--- src/rtl/detect_sequence_pkg.sv ---
// Shared definitions for the serial sequence detector path.
//   W         : word width (bits per word)
//   w_t       : word type
//   SEQUENCE  : pattern the downstream detector looks for
//   ser_fsm_t : serializer state encoding
package detect_sequence_pkg;

  localparam int unsigned W = 8;

  typedef logic [W-1:0] w_t;

  localparam w_t SEQUENCE = 8'b1001_1010;

  typedef enum logic {
    IDLE,
    SHIFT
  } ser_fsm_t;

endpackage

--- src/rtl/serialize_word.sv ---
// Parallel-to-serial stage: accepts W-bit words over valid/ready and shifts them
// out MSB first, one bit per enabled cycle, with no gap between back-to-back words.
// Ports:
//   clk       : clock, rising edge
//   rst_n     : asynchronous active-low reset
//   en        : bit-rate strobe; the serial output only advances when high
//   in_vld    : upstream word valid
//   in_w      : upstream word
//   in_rdy    : ready; low only while the one-word pending buffer is full
//   out_r     : registered serial bit (IDLE_BIT when idle)
//   out_vld_r : out_r carries a word bit
//   busy_r    : shifting a word or holding a pending word
module serialize_word
  import detect_sequence_pkg::*;
#(
  parameter int unsigned W        = detect_sequence_pkg::W,
  parameter logic        IDLE_BIT = 1'b0
) (
  input  logic         clk,
  input  logic         rst_n,
  input  logic         en,
  input  logic         in_vld,
  input  logic [W-1:0] in_w,
  output logic         in_rdy,
  output logic         out_r,
  output logic         out_vld_r,
  output logic         busy_r
);

  localparam int unsigned CntW = (W > 1) ? $clog2(W) : 1;

  ser_fsm_t        r_state, w_state_d;
  logic [CntW-1:0] r_cnt, w_cnt_d;
  logic [W-1:0]    r_shift, w_shift_d;
  logic [W-1:0]    r_pend, w_pend_d;
  logic            r_pend_vld, w_pend_vld_d;
  logic            w_out_d, w_out_vld_d, w_busy_d;
  logic            w_accept, w_load, w_have_src;
  logic [W-1:0]    w_src;

  // Ready depends only on the pending flag, so there is no in_vld -> in_rdy path.
  assign in_rdy = ~r_pend_vld;

  always_comb begin
    w_accept   = in_vld & ~r_pend_vld;
    // A new word may start when idle or when the last bit of the current one is out.
    w_load     = en & ((r_state == IDLE) | (r_cnt == '0));
    // The pending word is older than anything arriving now, so it goes first.
    w_src      = r_pend_vld ? r_pend : in_w;
    w_have_src = r_pend_vld | w_accept;

    w_state_d    = r_state;
    w_cnt_d      = r_cnt;
    w_shift_d    = r_shift;
    w_out_d      = out_r;
    w_out_vld_d  = out_vld_r;
    w_pend_d     = r_pend;
    w_pend_vld_d = r_pend_vld;

    if (w_load) begin
      if (w_have_src) begin
        w_shift_d   = w_src << 1;
        w_out_d     = w_src[W-1];
        w_out_vld_d = 1'b1;
        w_cnt_d     = CntW'(W - 1);
        w_state_d   = SHIFT;
      end else begin
        w_out_d     = IDLE_BIT;
        w_out_vld_d = 1'b0;
        w_state_d   = IDLE;
      end
    end else if (en && (r_state == SHIFT)) begin
      w_out_d   = r_shift[W-1];
      w_shift_d = r_shift << 1;
      w_cnt_d   = r_cnt - 1'b1;
    end

    if (w_load && r_pend_vld) begin
      // Pending word consumed; any word accepted now refills the buffer.
      w_pend_vld_d = w_accept;
      if (w_accept) w_pend_d = in_w;
    end else if (w_accept && !w_load) begin
      w_pend_d     = in_w;
      w_pend_vld_d = 1'b1;
    end

    w_busy_d = (w_state_d == SHIFT) | w_pend_vld_d;
  end

  always_ff @(posedge clk or negedge rst_n) begin
    if (!rst_n) begin
      r_state    <= IDLE;
      r_cnt      <= '0;
      r_shift    <= '0;
      r_pend     <= '0;
      r_pend_vld <= 1'b0;
      out_r      <= IDLE_BIT;
      out_vld_r  <= 1'b0;
      busy_r     <= 1'b0;
    end else begin
      r_state    <= w_state_d;
      r_cnt      <= w_cnt_d;
      r_shift    <= w_shift_d;
      r_pend     <= w_pend_d;
      r_pend_vld <= w_pend_vld_d;
      out_r      <= w_out_d;
      out_vld_r  <= w_out_vld_d;
      busy_r     <= w_busy_d;
    end
  end

endmodule
--- config.mk ---
export PLATFORM = sky130hd
export DESIGN_NAME = serialize_word
export DESIGN_NICKNAME = d
export VERILOG_FILES = /design/src/rtl/detect_sequence_pkg.sv /design/src/rtl/serialize_word.sv
export SDC_FILE = /design/constraint.sdc
export NUM_CORES = 1
export LEC_CHECK = 0
export ABC_AREA = 1
export BUFFER_PORTS_ARGS = -buffer_cell sky130_fd_sc_hd__buf_2
export CELL_PAD_IN_SITES_DETAIL_PLACEMENT = 2
export CELL_PAD_IN_SITES_GLOBAL_PLACEMENT = 2
export CORE_MARGIN = 2
export CORE_UTILIZATION = 29
export DETAILED_ROUTE_END_ITERATION = 12
export GPL_TIMING_DRIVEN = 1
export MAX_ROUTING_LAYER = met4
export PLACE_DENSITY_LB_ADDON = 0.1
export SYNTH_ARGS = -nofsm -noshare
export SYNTH_HDL_FRONTEND = slang
export SYNTH_SLANG_ARGS = --single-unit
--- constraint.sdc ---
create_clock -name clk -period 1.5 [get_ports clk]
set_input_delay 0.225 -clock clk [delete_from_list [all_inputs] [get_ports clk]]
set_output_delay 0.225 -clock clk [all_outputs]
set_load 0.05 [all_outputs]
==> results.txt <==
Status: finished, final reports clean
Initial Util: 29.51%
CP Depth: 8
Worst VDD drop: 0.0005730 V
Grt ovf: 0
Clock sinks: 23
Initial antenna violation count: 0
Clock Tree Buf Depth: 2
Seq/Total Area, Yosys: 49.46%
Most frequent CP cell: ha_4
Slowest-stage cell, CP: dfrtp_1
Syn Nets: 167
CP required: 1.67 ns
Synth Area in Compound Gates: 8.065%
Share of cells above drive strength 1: 24.16%
Crit Reg-Reg Endpoint: r_state$_DFF_PN0_
DRC errors left: 0
Die Area: 0.004535 mm^2
Die width: 67.35 um
Via Count: 1049
Crit path max-delay family: flip-flops
Simple-gate share of the synthesized area: 28.82%
Final #Nets: 193
Final Cycle Share: 95.70%
H-tree Lvls: 1
Final Non-Filler Cells: 228
Post-Syn Area per Cell: 7.605 um^2
Max Freq: 0.6966 GHz
FF+latch count, synth: 23
CP Capture Type: register
GRT Util Overall: 15.12%
Commonest non-fill, non-tap cell in the layout: nand2_1
Xor and xnor fraction of the mapped netlist area: 0%
Synth unique cells: 15
Type of the most critical hold path: in2reg
Worst-Margin Slew: 0.5343 ns
CP Max Fanout: 6
Clk_lat worst skew: 0.26 ns
Main combinational cell family by area after synthesis: simple AND/OR/NAND/NOR gates
Die Y-Extent: 67.35 um
Worst Path Buf+Inv: 3
FF-to-FF setup slack: 0.06 ns
Vias in the first global route: 1082
Adder-Cell Fraction of Synth Area: 2.151%
Synthesis-to-finish area growth: 28.17%
HPWL after DPL: 2249 um
Leakage: 0.8008 nW
Number of buffers created by CTS: 3
DR pass1 iterations: 4
CP max stage delay: 0.39 ns
Clock skew: 0.001157 ns
Drt total wl: 3252 um
Synth Instances: 153
First-pass GRT wire length: 5050 um
Hold path cells: 3
Normalized max-slew margin: 64.38%
ANT nets after route: 0
Yosys synthesis warning count: 0
Clock root buffer: clkbuf_8
Hold path start: in_w[2]
I/O Pins: 16
Final Hold Viols: 0
Post-synthesis mux area share: 0%
Critical-path cell list: inv_2 -> ha_4 -> ha_4 -> inv_4 -> a21oi_4 -> buf_2 -> nand2_1 -> o21ai_0
Pwr per Cell Area: 1924 mW/mm^2
Core box area: 0.003943 mm^2
R2R depth: 8
Vias per cell: 4.601
Gpl congestion: 0.6632
Row count: 23
Largest net degree at the start of global routing: 24
Startpoint types: register
Commonest non-fill, non-tap cells in the layout: 53 x nand2_1, 26 x inv_1, 23 x dfrtp_1, 16 x buf_2, 15 x nand3_1
Fin worst setup slack: 0.06444 ns
CTS tree: built
Arrival @ worst endpoint: 1.61 ns
Max Cap Viol: 0
Post-synthesis cell area: 0.001164 mm^2
Diode count: 0
1st-iter DRT viols: 14
Minimum clock period: 1.436 ns
Final setup violating endpoints: 0
Avg WL per Cell: 14.26 um
Crit Path Class: reg2reg
Dpl cells: 219
Clk pin slew, worst setup/hold paths: 0.08 ns
Slew Viols, Final: 0
Worst reg2reg path startpoint: r_cnt[0]$_DFFE_PN0P_
Port Buffer Count: 15
Min-Delay Endpoint: r_pend[2]$_DFFE_PN0P_
Post-Place Setup Slack: -0.08152 ns
-- power breakdown --
part	total [mW]	internal, mW	switching, mW
Clock	0.386	0.185	0.200
Sequential	1.09	0.902	0.189
Combinational	1.39	0.500	0.893
Total	2.87	1.59	1.28
-- per-stage QoR --
| step | utilization (%) | power, mW | instance area (um^2) | hold slack (ns) | setup TNS [ns] |
|---|---|---|---|---|---|
| final | 37.83 | 2.869 | 1491 | 0.2131 | 0 |
| after global routing | 37.83 | 3.158 | 1491 | 0.2281 | -0.04478 |
| after CTS | 35.00 | 2.714 | 1380 | 0.2188 | 0 |
| after detailed placement | 33.23 | 2.274 | 1310 | 0.2418 | -0.3058 |
| after global placement | 33.23 | 2.203 | 1310 | 0.2470 | 0 |
| after floorplan | - | 1.894 | 1164 | -0.07059 | 0 |
-- final cells by class --
type | count | area [um^2]
Fill cell | 462 | 2451
Clock inverter | 1 | 5.005
Inverter | 30 | 115.1
Sequential cell | 23 | 575.6
Multi-Input combinational cell | 99 | 560.5
Tap cell | 50 | 62.56
Clock buffer | 3 | 41.29
Timing Repair Buffer | 22 | 131.4
-- worst register-to-register path: stages (launching register included) --
cell and delay [ns]:
dfrtp_1 0.39, inv_2 0.09, ha_4 0.15, ha_4 0.14, inv_4 0.06, a21oi_4 0.16, buf_2 0.18, nand2_1 0.09
o21ai_0 0.10
-- routing by layer --
layer	track usage, %	vias to the layer above	wire length [um]
li1	-	515	-
met1	18.13	522	1434
met2	26.36	10	1723
met3	2.000	2	72
met4	4.592	0	22
met5	-	-	0
-- timing repair --
action	CTS	global route
gates cloned	0	3
pin swaps	1	3
gates resized for setup	4	21
endpoints found under the setup margin	8	15
hold buffers	1	0
setup buffers	0	1
hold endpoints to repair	23	0
-- kinds of logic after synthesis --
| family | Yosys count |
|---|---|
| buffers and inverters | 33 |
| AND/OR/NAND/NOR | 78 |
| AO/OA/AOI/OAI | 17 |
| adder cells (fa/ha/maj) | 2 |
| flip-flops | 23 |
-- flip-flops by register name, indices dropped and copies added, names as in the netlist --
signal and cells:
busy_r 1, r_state 1, out_r 1, out_vld_r 1, r_shift 7, r_pend_vld 1
r_pend 8, r_cnt 3
-- synthesized netlist by cell type --
master    n  share of area [%]
buf_2     2               0.86
nand2_1  55                 18
a21oi_2   1               0.75
o21ai_0  14                6.0
nor2_1    2               0.65
nand3_2   1               0.86
nand2_4   1               0.97
ha_1      2                2.2
inv_1    28                9.0
inv_2     2               0.65
o21a_1    2                1.3
buf_6     1               0.97
dfrtp_1  23                 49
nand2_2   4                2.2
nand3_1  15                6.5
-- how the worst max path moves through the flow --
| stage | from | endpoint | slack (ns) |
|---|---|---|---|
| floorplan | r_cnt[0]$_DFFE_PN0P_ | r_pend[1]$_DFFE_PN0P_ | 0.07 |
| global route | r_cnt[0]$_DFFE_PN0P_ | r_shift[2]$_DFFE_PN0P_ | -0.02 |
| finish | r_cnt[0]$_DFFE_PN0P_ | r_state$_DFF_PN0_ | 0.06 |
| CTS | r_cnt[0]$_DFFE_PN0P_ | r_pend[1]$_DFFE_PN0P_ | 0.02 |
| detailed placement | r_cnt[0]$_DFFE_PN0P_ | r_pend[4]$_DFFE_PN0P_ | -0.08 |
| global placement | r_cnt[0]$_DFFE_PN0P_ | r_pend[4]$_DFFE_PN0P_ | 0.01 |
Power figures use the tool's default switching activity.
